==> config.mk <==
export PLATFORM = sky130hd
export DESIGN_NAME = resp_framer
export DESIGN_NICKNAME = d
export VERILOG_FILES = /design/src/rtl/resp_framer.sv
export SDC_FILE = /design/constraint.sdc
export NUM_CORES = 1
export LEC_CHECK = 0
export CELL_PAD_IN_SITES_DETAIL_PLACEMENT = 2
export CELL_PAD_IN_SITES_GLOBAL_PLACEMENT = 2
export CORE_ASPECT_RATIO = 0.6
export CORE_MARGIN = 2
export CORE_UTILIZATION = 31
export DETAILED_ROUTE_END_ITERATION = 8
export PLACE_DENSITY = 0.76
export SLEW_MARGIN = 20
export SYNTH_ARGS = -nofsm -noshare
export SYNTH_HDL_FRONTEND = slang
export SYNTH_SLANG_ARGS = --single-unit
==> constraint.sdc <==
create_clock -name sys_clk -period 4.07 [get_ports sys_clk]
set_input_delay 1.0175 -clock sys_clk [delete_from_list [all_inputs] [get_ports sys_clk]]
set_output_delay 1.0175 -clock sys_clk [all_outputs]
set_load 0.01 [all_outputs]
==> src/rtl/resp_framer.sv <==
// resp_framer: serialises a response request into cmd, len, payload, CR, NL bytes
// for a byte-wide UART transmitter, waiting out the UART busy flag between bytes.
module resp_framer #(
    parameter int MAX_BYTES = 16,
    parameter int LEN_BITS  = 5,
    parameter int DATA_BITS = 8 * MAX_BYTES
) (
    input  logic                 sys_clk,
    input  logic                 rst_n,
    input  logic                 flush,
    input  logic                 req,
    input  logic [7:0]           req_cmd,
    input  logic [LEN_BITS-1:0]  req_len,
    input  logic [DATA_BITS-1:0] req_data,
    output logic                 busy,
    output logic                 done,
    output logic                 dropped,
    output logic                 transmit,
    output logic [7:0]           tx_byte,
    input  logic                 is_transmitting
);
    typedef enum logic [2:0] {IDLE, LOAD, SEND, GUARD, WAIT, FIN} state_t;
    localparam logic [LEN_BITS-1:0] MAX_LEN = LEN_BITS'(MAX_BYTES);
    localparam logic [LEN_BITS:0]   ONE     = (LEN_BITS+1)'(1);
    localparam logic [LEN_BITS:0]   TWO     = (LEN_BITS+1)'(2);
    localparam logic [LEN_BITS:0]   THREE   = (LEN_BITS+1)'(3);
    state_t               state_q, state_d;
    logic [7:0]           cmd_q, cmd_d;
    logic [LEN_BITS-1:0]  len_q, len_d;
    logic [DATA_BITS-1:0] data_q, data_d;
    logic [LEN_BITS:0]    idx_q, idx_d;
    logic                 busy_q, busy_d, done_q, done_d;
    logic                 dropped_q, dropped_d, transmit_q, transmit_d;
    logic [7:0]           tx_byte_q, tx_byte_d;
    logic [LEN_BITS:0]    len_ext, pay_idx;
    logic [7:0]           sel_byte;
    always_comb begin
        len_ext    = {1'b0, len_q};
        pay_idx    = idx_q - TWO;
        sel_byte   = idx_q == '0 ? cmd_q
                   : idx_q == ONE ? 8'(len_q)
                   : idx_q < len_ext + TWO ? 8'(data_q >> {pay_idx, 3'b000})
                   : idx_q == len_ext + TWO ? 8'h0D : 8'h0A;
        state_d    = state_q;
        cmd_d      = cmd_q;
        len_d      = len_q;
        data_d     = data_q;
        idx_d      = idx_q;
        busy_d     = busy_q;
        done_d     = 1'b0;
        transmit_d = 1'b0;
        tx_byte_d  = tx_byte_q;
        dropped_d  = req && state_q != IDLE;
        case (state_q)
            IDLE: if (req) begin
                cmd_d   = req_cmd;
                len_d   = req_len > MAX_LEN ? MAX_LEN : req_len;
                data_d  = req_data;
                idx_d   = '0;
                busy_d  = 1'b1;
                state_d = LOAD;
            end
            LOAD: begin
                tx_byte_d = sel_byte;
                // a foreign transmission may own the UART; hold the strobe back
                if (!is_transmitting) begin
                    transmit_d = 1'b1;
                    state_d    = SEND;
                end
            end
            SEND:  state_d = GUARD;
            GUARD: state_d = WAIT;
            WAIT: if (!is_transmitting) begin
                if (idx_q == len_ext + THREE) begin
                    done_d  = 1'b1;
                    busy_d  = 1'b0;
                    state_d = FIN;
                end else begin
                    idx_d   = idx_q + ONE;
                    state_d = LOAD;
                end
            end
            FIN:     state_d = IDLE;
            default: state_d = IDLE;
        endcase
        if (flush) begin
            state_d    = IDLE;
            idx_d      = '0;
            busy_d     = 1'b0;
            done_d     = 1'b0;
            dropped_d  = 1'b0;
            transmit_d = 1'b0;
        end
    end
    always_ff @(posedge sys_clk or negedge rst_n) begin
        if (!rst_n) begin
            state_q    <= IDLE;
            cmd_q      <= '0;
            len_q      <= '0;
            data_q     <= '0;
            idx_q      <= '0;
            busy_q     <= 1'b0;
            done_q     <= 1'b0;
            dropped_q  <= 1'b0;
            transmit_q <= 1'b0;
            tx_byte_q  <= '0;
        end else begin
            state_q    <= state_d;
            cmd_q      <= cmd_d;
            len_q      <= len_d;
            data_q     <= data_d;
            idx_q      <= idx_d;
            busy_q     <= busy_d;
            done_q     <= done_d;
            dropped_q  <= dropped_d;
            transmit_q <= transmit_d;
            tx_byte_q  <= tx_byte_d;
        end
    end
    assign busy     = busy_q;
    assign done     = done_q;
    assign dropped  = dropped_q;
    assign transmit = transmit_q;
    assign tx_byte  = tx_byte_q;
endmodule

=== Yosys cells after proc, flatten, opt, wreduce, memory -nomap -nowiden ===
Index checks and enable logic that the tools add are counted.

* Bits in registers: 162

* Mux-type cells: 29
* Reductions and logical operators: 9
* Shift-type cells: 1
* Order comparisons: 2
* Add/subtract/negate cells: 4
* Equality and inequality tests: 12

{| class="wikitable"
|+ Operators with widths
! kind !! number
|-
| >> shifter 128 x 9 -> 8 bit || 1
|-
| two-way mux 6 bit || 4
|-
| two-way mux 8 bit || 3
|-
| two-way mux 3 bit || 6
|-
| inequality test 3 bit (second input constant) || 5
|-
| case mux 3 bit (5 select lines) || 1
|-
| adder 5 x 2 -> 6 bit (second input constant) || 2
|-
| == test 6 bit || 2
|-
| two-way mux 1 bit || 12
|-
| case mux 6 bit (2 select lines) || 1
|-
| AND reduction 4 bit || 2
|-
| adder 6 x 1 -> 6 bit (second input constant) || 1
|-
| == test 3 x 2 -> 1 bit (second input constant) || 2
|-
| == test 6 x 1 -> 1 bit (second input constant) || 1
|-
| zero test 6 bit || 1
|-
| less-than comparator 6 bit || 1
|-
| nonzero test 3 bit || 2
|-
| subtractor 6 x 2 -> 6 bit (second input constant) || 1
|-
| greater-than comparator 5 bit (second input constant) || 1
|-
| two-way mux 5 bit || 1
|-
| == test 3 x 1 -> 1 bit (second input constant) || 1
|-
| == test 3 bit (second input constant) || 1
|-
| zero test 3 bit || 1
|-
| AND reduction 3 bit || 1
|-
| 3 further kinds || 3
|}

=== Logic depth before layout (Yosys ltp) ===
Gate-level depths: netlist of run 1.

* Word-level depth: 6
* Mapped depth: 11

=== Worst setup path after synthesis of run 1 ===
Ideal clock, no wire load.

* Kind: reg-to-reg
* Start point: register idx_q[1]
* End point: register tx_byte_q[3] (netlist: tx_byte[3])
* Slack: 1106 ps
* Arrival time: 2837 ps
* Cell stages (with the launch flop): 11
* Buffers on the path: 3
* Cell sequence: dfrtp_1 buf_1 inv_2 ha_1 buf_2 clkbuf_1 mux4_2 mux4_2 nor2b_1 o221ai_1 nand3_1

* Word-level cells in the longest chain between the ends: 5
* Elaborated cells on any way between the ends: 8
* Classes of those cells: add/sub (1); order compare (1); eq/ne (1); shift (1); mux (3); reduce/logical (1)

{| class="wikitable"
|+ Ends and longest elaborated chain
! what !! RTL line !! RTL
|-
| from (decl) || 31 || <nowiki>logic [LEN_BITS:0] idx_q, idx_d;</nowiki>
|-
| from (signal assigned) || 112 || <nowiki>idx_q <= idx_d;</nowiki>
|-
| subtractor 6 x 2 -> 6 bit || 39 || <nowiki>pay_idx = idx_q - TWO;</nowiki>
|-
| >> shifter 128 x 9 -> 8 bit || 42 || <nowiki>: idx_q < len_ext + TWO ? 8'(data_q >> {pay_idx, 3'b000})</nowiki>
|-
| two-way mux 8 bit || 42 ||
|-
| two-way mux 8 bit || 41 || <nowiki>: idx_q == ONE ? 8'(len_q)</nowiki>
|-
| two-way mux 8 bit * || 40 || <nowiki>sel_byte = idx_q == '0 ? cmd_q</nowiki>
|-
| to (signal assigned) || 117 || <nowiki>tx_byte_q <= tx_byte_d;</nowiki>
|-
| to (decl) || 34 || <nowiki>logic [7:0] tx_byte_q, tx_byte_d;</nowiki>
|}

Mark *: on every way between the ends. The rest lies on a longest branch, timed or not.
A chain may end at the register's enable or synchronous reset.

=== Worst setup path in the final report of run 1 ===
* Start point: register idx_q[2]
* End point: register tx_byte_q[3] (netlist: tx_byte[3])

Same word-level chain as after synthesis.

==> results.tsv, run 1 <==
metric	value	unit
routability cong.	0.801	
outcome	finished clean	
Slew Viols, Final	0	
CP delay by family, top	multiplexers	
worst reg2reg path startpoint	idx_q[2]	
syn_nets	1000	
worst relative slew slack	54.3	%
multi-input logic area	3510	um2
H-tree depth	4	
drt wl/cell	20.0	um
share of layout cells above drive strength 1	8.99	%
Critical Path, Cell by Cell	inv_1 > ha_1 > buf_4 > mux4_2 > mux4_2 > nor2b_1 > o221ai_1 > nand3_1	
Peak Freq	342	MHz
Tot Pwr	4.71	mW
worst setup margin	1.14	ns
Initial Util	31.9	%
Tot GR Track Use	20.9	%
gr busiest metal	met2	
vias in the first global route	7167	
first-pass GRT wire length	41.9	mm
Crit Path Max Fanout	18	
Max Cap Viol	0	
Worst path most repeated cell	mux4_2	
DIE AREA	26500	um2
core box area	24400	um2
CTS clk-pin slew, worst paths	0.07	ns
initial antenna violation count	1	
GR Layer Usage met3	4.85	%
Mapped Cells	840	
Ys Warns	0	
CTS Sinks	162	
Total Routed Length	26.2	mm
die span in x	209	um
nets@finish	1137	
TritonCTS clock tree	built	
Synth top area share	52.0	%
initial detailed-routing violation count	375	
Syn Area/Cell	9.29	um2
fill count	2665	
Post-synth EDFFs	0	
r2r setup slk	1.14	ns
top cells by area, synth	dfrtp_1 52%, nand2_1 21%, mux4_2 10%	
register bit total from synthesis	162	
Root Buffer	clkbuf_16	
CP Launch Point	idx_q[2]	
Vias/cell	4.90	
worst vdd ir	0.229	mV
GR Util met1	30.5	%
worst hold path type	reg -> reg	
Fin. Hold Viols	0	
Crit-path slowest cell	dfrtp_1	
Clock Skews	0.00718	ns
top cells by count, synth	436 x nand2_1, 162 x dfrtp_1, 36 x mux4_2	
leak pwr	4.90	nW
setup TNS	0	ns
Final min period	2.93	ns
Synth async-reset ratio	100	%
CP arrival	3.24	ns
CP endpoint	tx_byte[3]	
port bufs	157	
gr ovfl total	0	
Seq/Total Area, Yosys	52.0	%
Resized cells post-CTS	0	
worst r2r dst	tx_byte[3]	
crit start category	flip-flop	
IO Pins	158	
setup repair bufs after CTS	0	
Crit path required time	4.39	ns
Post-DP HPWL	18.6	mm
area delta synth->final	32.3	%
via count	6433	
R2R depth	8	
crit-path max cell delay	0.57	ns
Worst Tran Pin Value	0.685	ns
critical path class	reg -> reg	
flip-flop and latch area	4060	um2
Post-DRT Antenna Nets	0	
pin count of the biggest net entering global routing	91	
Worst path depth	8	
top cell type by total area after synthesis	dfrtp_1	
number of remaining DRC errors	0	
Distinct cells, synth	50	
Mapped Area	7800	um2
Clock Tree Buf Depth	2	
period utilisation layout	71.9	%
Buf+Inv Stages, Crit Path	2	
Placement Rows	44	
first drt pass iteration count	5	
Crit. End Element	flip-flop	
dpl ws	1.11	ns
Clk Latency, worst-skew pair	0.44	ns
most common cell in the synthesized netlist	nand2_1	
cts bufs inserted	17	
Die Y	127	um
P per Cell Area	456	nW/um2
Hold-fix buffers, CTS	0	
met2 usage	31.7	%
Primary FF master, synth	dfrtp_1	
setup violators final	0	
RSZ-0062 raised after global routing	false	
## where the power goes
part           leakage, nW  switching (mW)  internal [mW]  total [mW]
sequential            2.01           0.189           1.90        2.09
clock                0.292           0.732          0.972        1.70
combinational         2.60           0.472          0.445       0.917
## worst min path at each step
| stage | from | cells after the start | end |
|---|---|---|---|
| finish | data_q[19] | 2 | data_q[19] |
| global route | data_q[3] | 2 | data_q[3] |
| CTS | data_q[3] | 2 | data_q[3] |
| detailed placement | data_q[86] | 2 | data_q[86] |
| global placement | data_q[8] | 2 | data_q[8] |
| floorplan | cmd_q[2] | 2 | cmd_q[2] |
## state kept, by name (all words and copies together), names as in the netlist
signal,count
len_q,5
state_q,3
dropped,1
done,1
tx_byte,8
busy,1
transmit,1
cmd_q,8
idx_q,6
data_q,128
## layout by cell type, fill, tap and decap left out, drive strengths merged, types with 5 or more instances in the layout
cell type,n
mux2i,5
clkdlybuf4s50,156
xor2,5
a21oi,13
o21ai,13
dfrtp,162
nor3,8
mux4,36
a22oi,6
clkbuf,17
nand2,436
buf,12
inv,13
a21o,5
ha,14
clkinv,6
nand3,11
nor2b,5
and2,5
nor2,14
## kinds of logic (layout without fill, tap and decap cells)
group	after synthesis	count (layout)	share of synthesized area (%)
other	0	1	0
AOI/OAI and AO/OA	55	55	4.84
and+or+nand+nor	498	498	25.3
DFF	162	162	52.0
adders and majority gates	14	14	2.25
xor gates and xnor gates	8	8	1.07
buffers and inverters	60	210	3.21
muxes	43	43	11.3
## stage by stage
step / cell area [um2] / util (%) / hold slack [ns] / std cells
2_1_floorplan: 7800 / - / 0.439 / 840
3_3_place_gp: 9710 / 39.7 / 0.453 / 1280
3_5_place_dp: 9710 / 39.7 / 0.462 / 1280
4_1_cts: 10300 / 42.2 / 0.479 / 1312
5_1_grt: 10300 / 42.2 / 0.482 / 1312
6_report: 10300 / 42.2 / 0.477 / 1313
## area by class of cell
class                      instances  area share [%]
tap                              322            3.90
antenna                            1          0.0243
multi-input combinational        618            34.0
clock inverter                    15            1.77
clock buffer                      17            4.12
inverter                          10           0.364
sequential                       162            39.3
timing repair buffer             168            16.5
## worst register-to-register path: cells and delay by family (launching register included)
family | cells | cell delay [ns]
buf+inv | 2 | 0.48
simple gates | 2 | 0.27
compound gates | 1 | 0.24
fa+ha+maj | 1 | 0.32
flops | 1 | 0.57
mux | 2 | 0.93
## layer usage
layer / vias up / wire (um)
li1: 3017 / -
met1: 3278 / 13100
met2: 124 / 11600
met3: 14 / 1340
met4: 0 / 164
met5: - / 0
Note: power is estimated with default switching activity, not from simulation.
==> run 2, diff against run 1 <==
- clock period: 4.07 -> 2.7 ns (I/O delays scaled with it)
==> results.tsv, run 2 (synthesis results as in run 1) <==
metric	value	unit	change
Initial Util	31.9	%	unchanged
leak pwr	4.95	nW	was 4.90 nW
setup TNS	0	ns	unchanged
Crit path required time	3.07	ns	was 4.39 ns
Crit Path Max Fanout	7		was 18
fill count	2619		was 2665
worst relative slew slack	55.8	%	was 54.3%
via count	6523		was 6433
routability cong.	0.825		was 0.801
Peak Freq	404	MHz	was 342 MHz
initial antenna violation count	0		was 1
IO Pins	158		unchanged
Buf+Inv Stages, Crit Path	0		was 2
DIE AREA	26500	um2	unchanged
commonest non-fill, non-tap cell in the layout	nand2_1		unchanged
Largest Register	data_q		unchanged
P per Cell Area	677	nW/um2	was 456 nW/um2
setup violators final	0		unchanged
GR Layer Usage met3	4.41	%	was 4.85%
Root Buffer	clkbuf_16		unchanged
Largest register FFs	128		unchanged
Fin. Hold Viols	0		unchanged
Die Y	127	um	unchanged
Max Cap Viol	0		unchanged
vias in the first global route	7334		was 7167
Post-DRT Antenna Nets	0		unchanged
Tot GR Track Use	21.3	%	was 20.9%
Hold-fix buffers, CTS	0		unchanged
met2 usage	31.9	%	was 31.7%
nets@finish	1147		was 1137
area delta synth->final	33.5	%	was 32.3%
initial detailed-routing violation count	318		was 375
r2r setup slk	0.23	ns	was 1.14 ns
worst vdd ir	0.357	mV	was 0.229 mV
CP delay by family, top	compound AO/OA/AOI/OAI gates		was multiplexers
RSZ-0062 raised after global routing	false		unchanged
most frequent cells in the layout	435 x nand2_1, 161 x dfrtp_1, 156 x clkdlybuf4s50_1		unchanged
Crit-path slowest cell	dfrtp_1		unchanged
crit start category	flip-flop		unchanged
crit-path max cell delay	0.50	ns	was 0.57 ns
gr busiest metal	met2		unchanged
Total Routed Length	26.9	mm	was 26.2 mm
die span in x	209	um	unchanged
number of remaining DRC errors	0		unchanged
gr ovfl total	0		unchanged
drt wl/cell	20.4	um	was 20.0 um
Worst Tran Pin Value	0.657	ns	was 0.685 ns
Crit. End Element	flip-flop		unchanged
Clock Skews	0.00887	ns	was 0.00718 ns
Post-DP HPWL	19.8	mm	was 18.6 mm
CTS Sinks	162		unchanged
Tot Pwr	7.06	mW	was 4.71 mW
Vias/cell	4.94		was 4.90
TritonCTS clock tree	built		unchanged
Slew Viols, Final	0		unchanged
Clock Tree Buf Depth	2		unchanged
Final min period	2.47	ns	was 2.93 ns
Critical Path, Cell by Cell	ha_1 > nand2_1 > ha_1 > a21oi_1 > nor3b_1 > nand2_1 > a41o_1 > o221a_1 > o21ai_1		was inv_1 > ha_1 > buf_4 > mux4_2 > mux4_2 > nor2b_1 > o221ai_1 > nand3_1
cts bufs inserted	17		unchanged
GR Util met1	31.8	%	was 30.5%
core box area	24400	um2	unchanged
worst hold path type	in -> async		was reg -> reg
critical path class	reg -> reg		unchanged
ANT cells	0		was 1
share of layout cells above drive strength 1	9.62	%	was 8.99%
pin count of the biggest net entering global routing	82		was 91
outcome	finished clean		unchanged
first drt pass iteration count	5		unchanged
CTS clk-pin slew, worst paths	0.07	ns	about the same
CP arrival	2.84	ns	was 3.24 ns
period utilisation layout	91.6	%	was 71.9%
Placement Rows	44		unchanged
Clk Latency, worst-skew pair	0.44	ns	about the same
H-tree depth	4		unchanged
first-pass GRT wire length	42.8	mm	was 41.9 mm
port bufs	157		unchanged
## run 2: cell count changes in the layout (fill, tap and decap cells not counted), sizes merged
cell / previous run / this run
clkinv: 6 / 2
diode: 1 / 0
buf: 12 / 22
inv: 13 / 12
clkbuf: 17 / 22
clkinvlp: 3 / 2
bufinv: 3 / 2
## run 2: cell type report
cell class,count,area (um2),area share [%]
Timing Repair Buffer,178,1830,17.6
Clock inverter,8,103,0.985
Tap cell,322,403,3.87
Sequential cell,162,4060,38.9
Clock buffer,22,474,4.55
Inverter,10,37.5,0.360
Multi-Input combinational cell,618,3510,33.7
## run 2: stage by stage
step                hold slack (ns)  util [%]  std cells  setup WS, ns  area (um2)
finish                        0.175      42.6       1320         0.228       10400
global route                  0.194      42.6       1320        0.0758       10400
CTS                           0.178      42.6       1320         0.237       10400
detailed placement            0.465      40.2       1290         0.248        9830
global placement              0.456      40.2       1290         0.386        9830
floorplan                     0.379         -        840        0.0511        7800
## run 2: layer usage
layer,up-vias,part of all wire (%),wire [um]
met5,-,0,0
met1,3336,51,13800
met2,130,43,11700
met4,0,1.1,296
li1,3037,-,-
met3,20,4.1,1110
## run 2: final timing paths
| check | start | to | cells after the start |
|---|---|---|---|
| min in group sys_clk | data_q[4] | data_q[4] | 2 |
| setup reg to reg | len_q[2] | tx_byte[1] | 9 |
| setup / recovery | len_q[2] | tx_byte[1] | 9 |
| max in group asynchronous | rst_n | data_q[41] | 2 |
| hold reg to reg | data_q[4] | data_q[4] | 2 |
| hold / removal | rst_n | data_q[53] | 1 |
## run 2: timing repair
| action | in CTS | in global routing |
|---|---|---|
| buffers inserted | 0 | 0 |
| resized for setup | 0 | 1 |
| setup endpoints to repair | 0 | 1 |
## run 2: report_power, final
| group | total (mW) | switching, mW | leakage [nW] | internal [mW] |
|---|---|---|---|---|
| sequential | 3.19 | 0.332 | 2.01 | 2.86 |
| clock | 2.44 | 1.02 | 0.279 | 1.43 |
| combinational | 1.42 | 0.725 | 2.66 | 0.691 |
## run 2: worst reg2reg max path: stages, from the launching register on
cell and delay [ns]:
dfrtp_1 0.50, ha_1 0.28, nand2_1 0.08, ha_1 0.31, a21oi_1 0.24, nor3b_1 0.25
nand2_1 0.08, a41o_1 0.30, o221a_1 0.25, o21ai_1 0.12
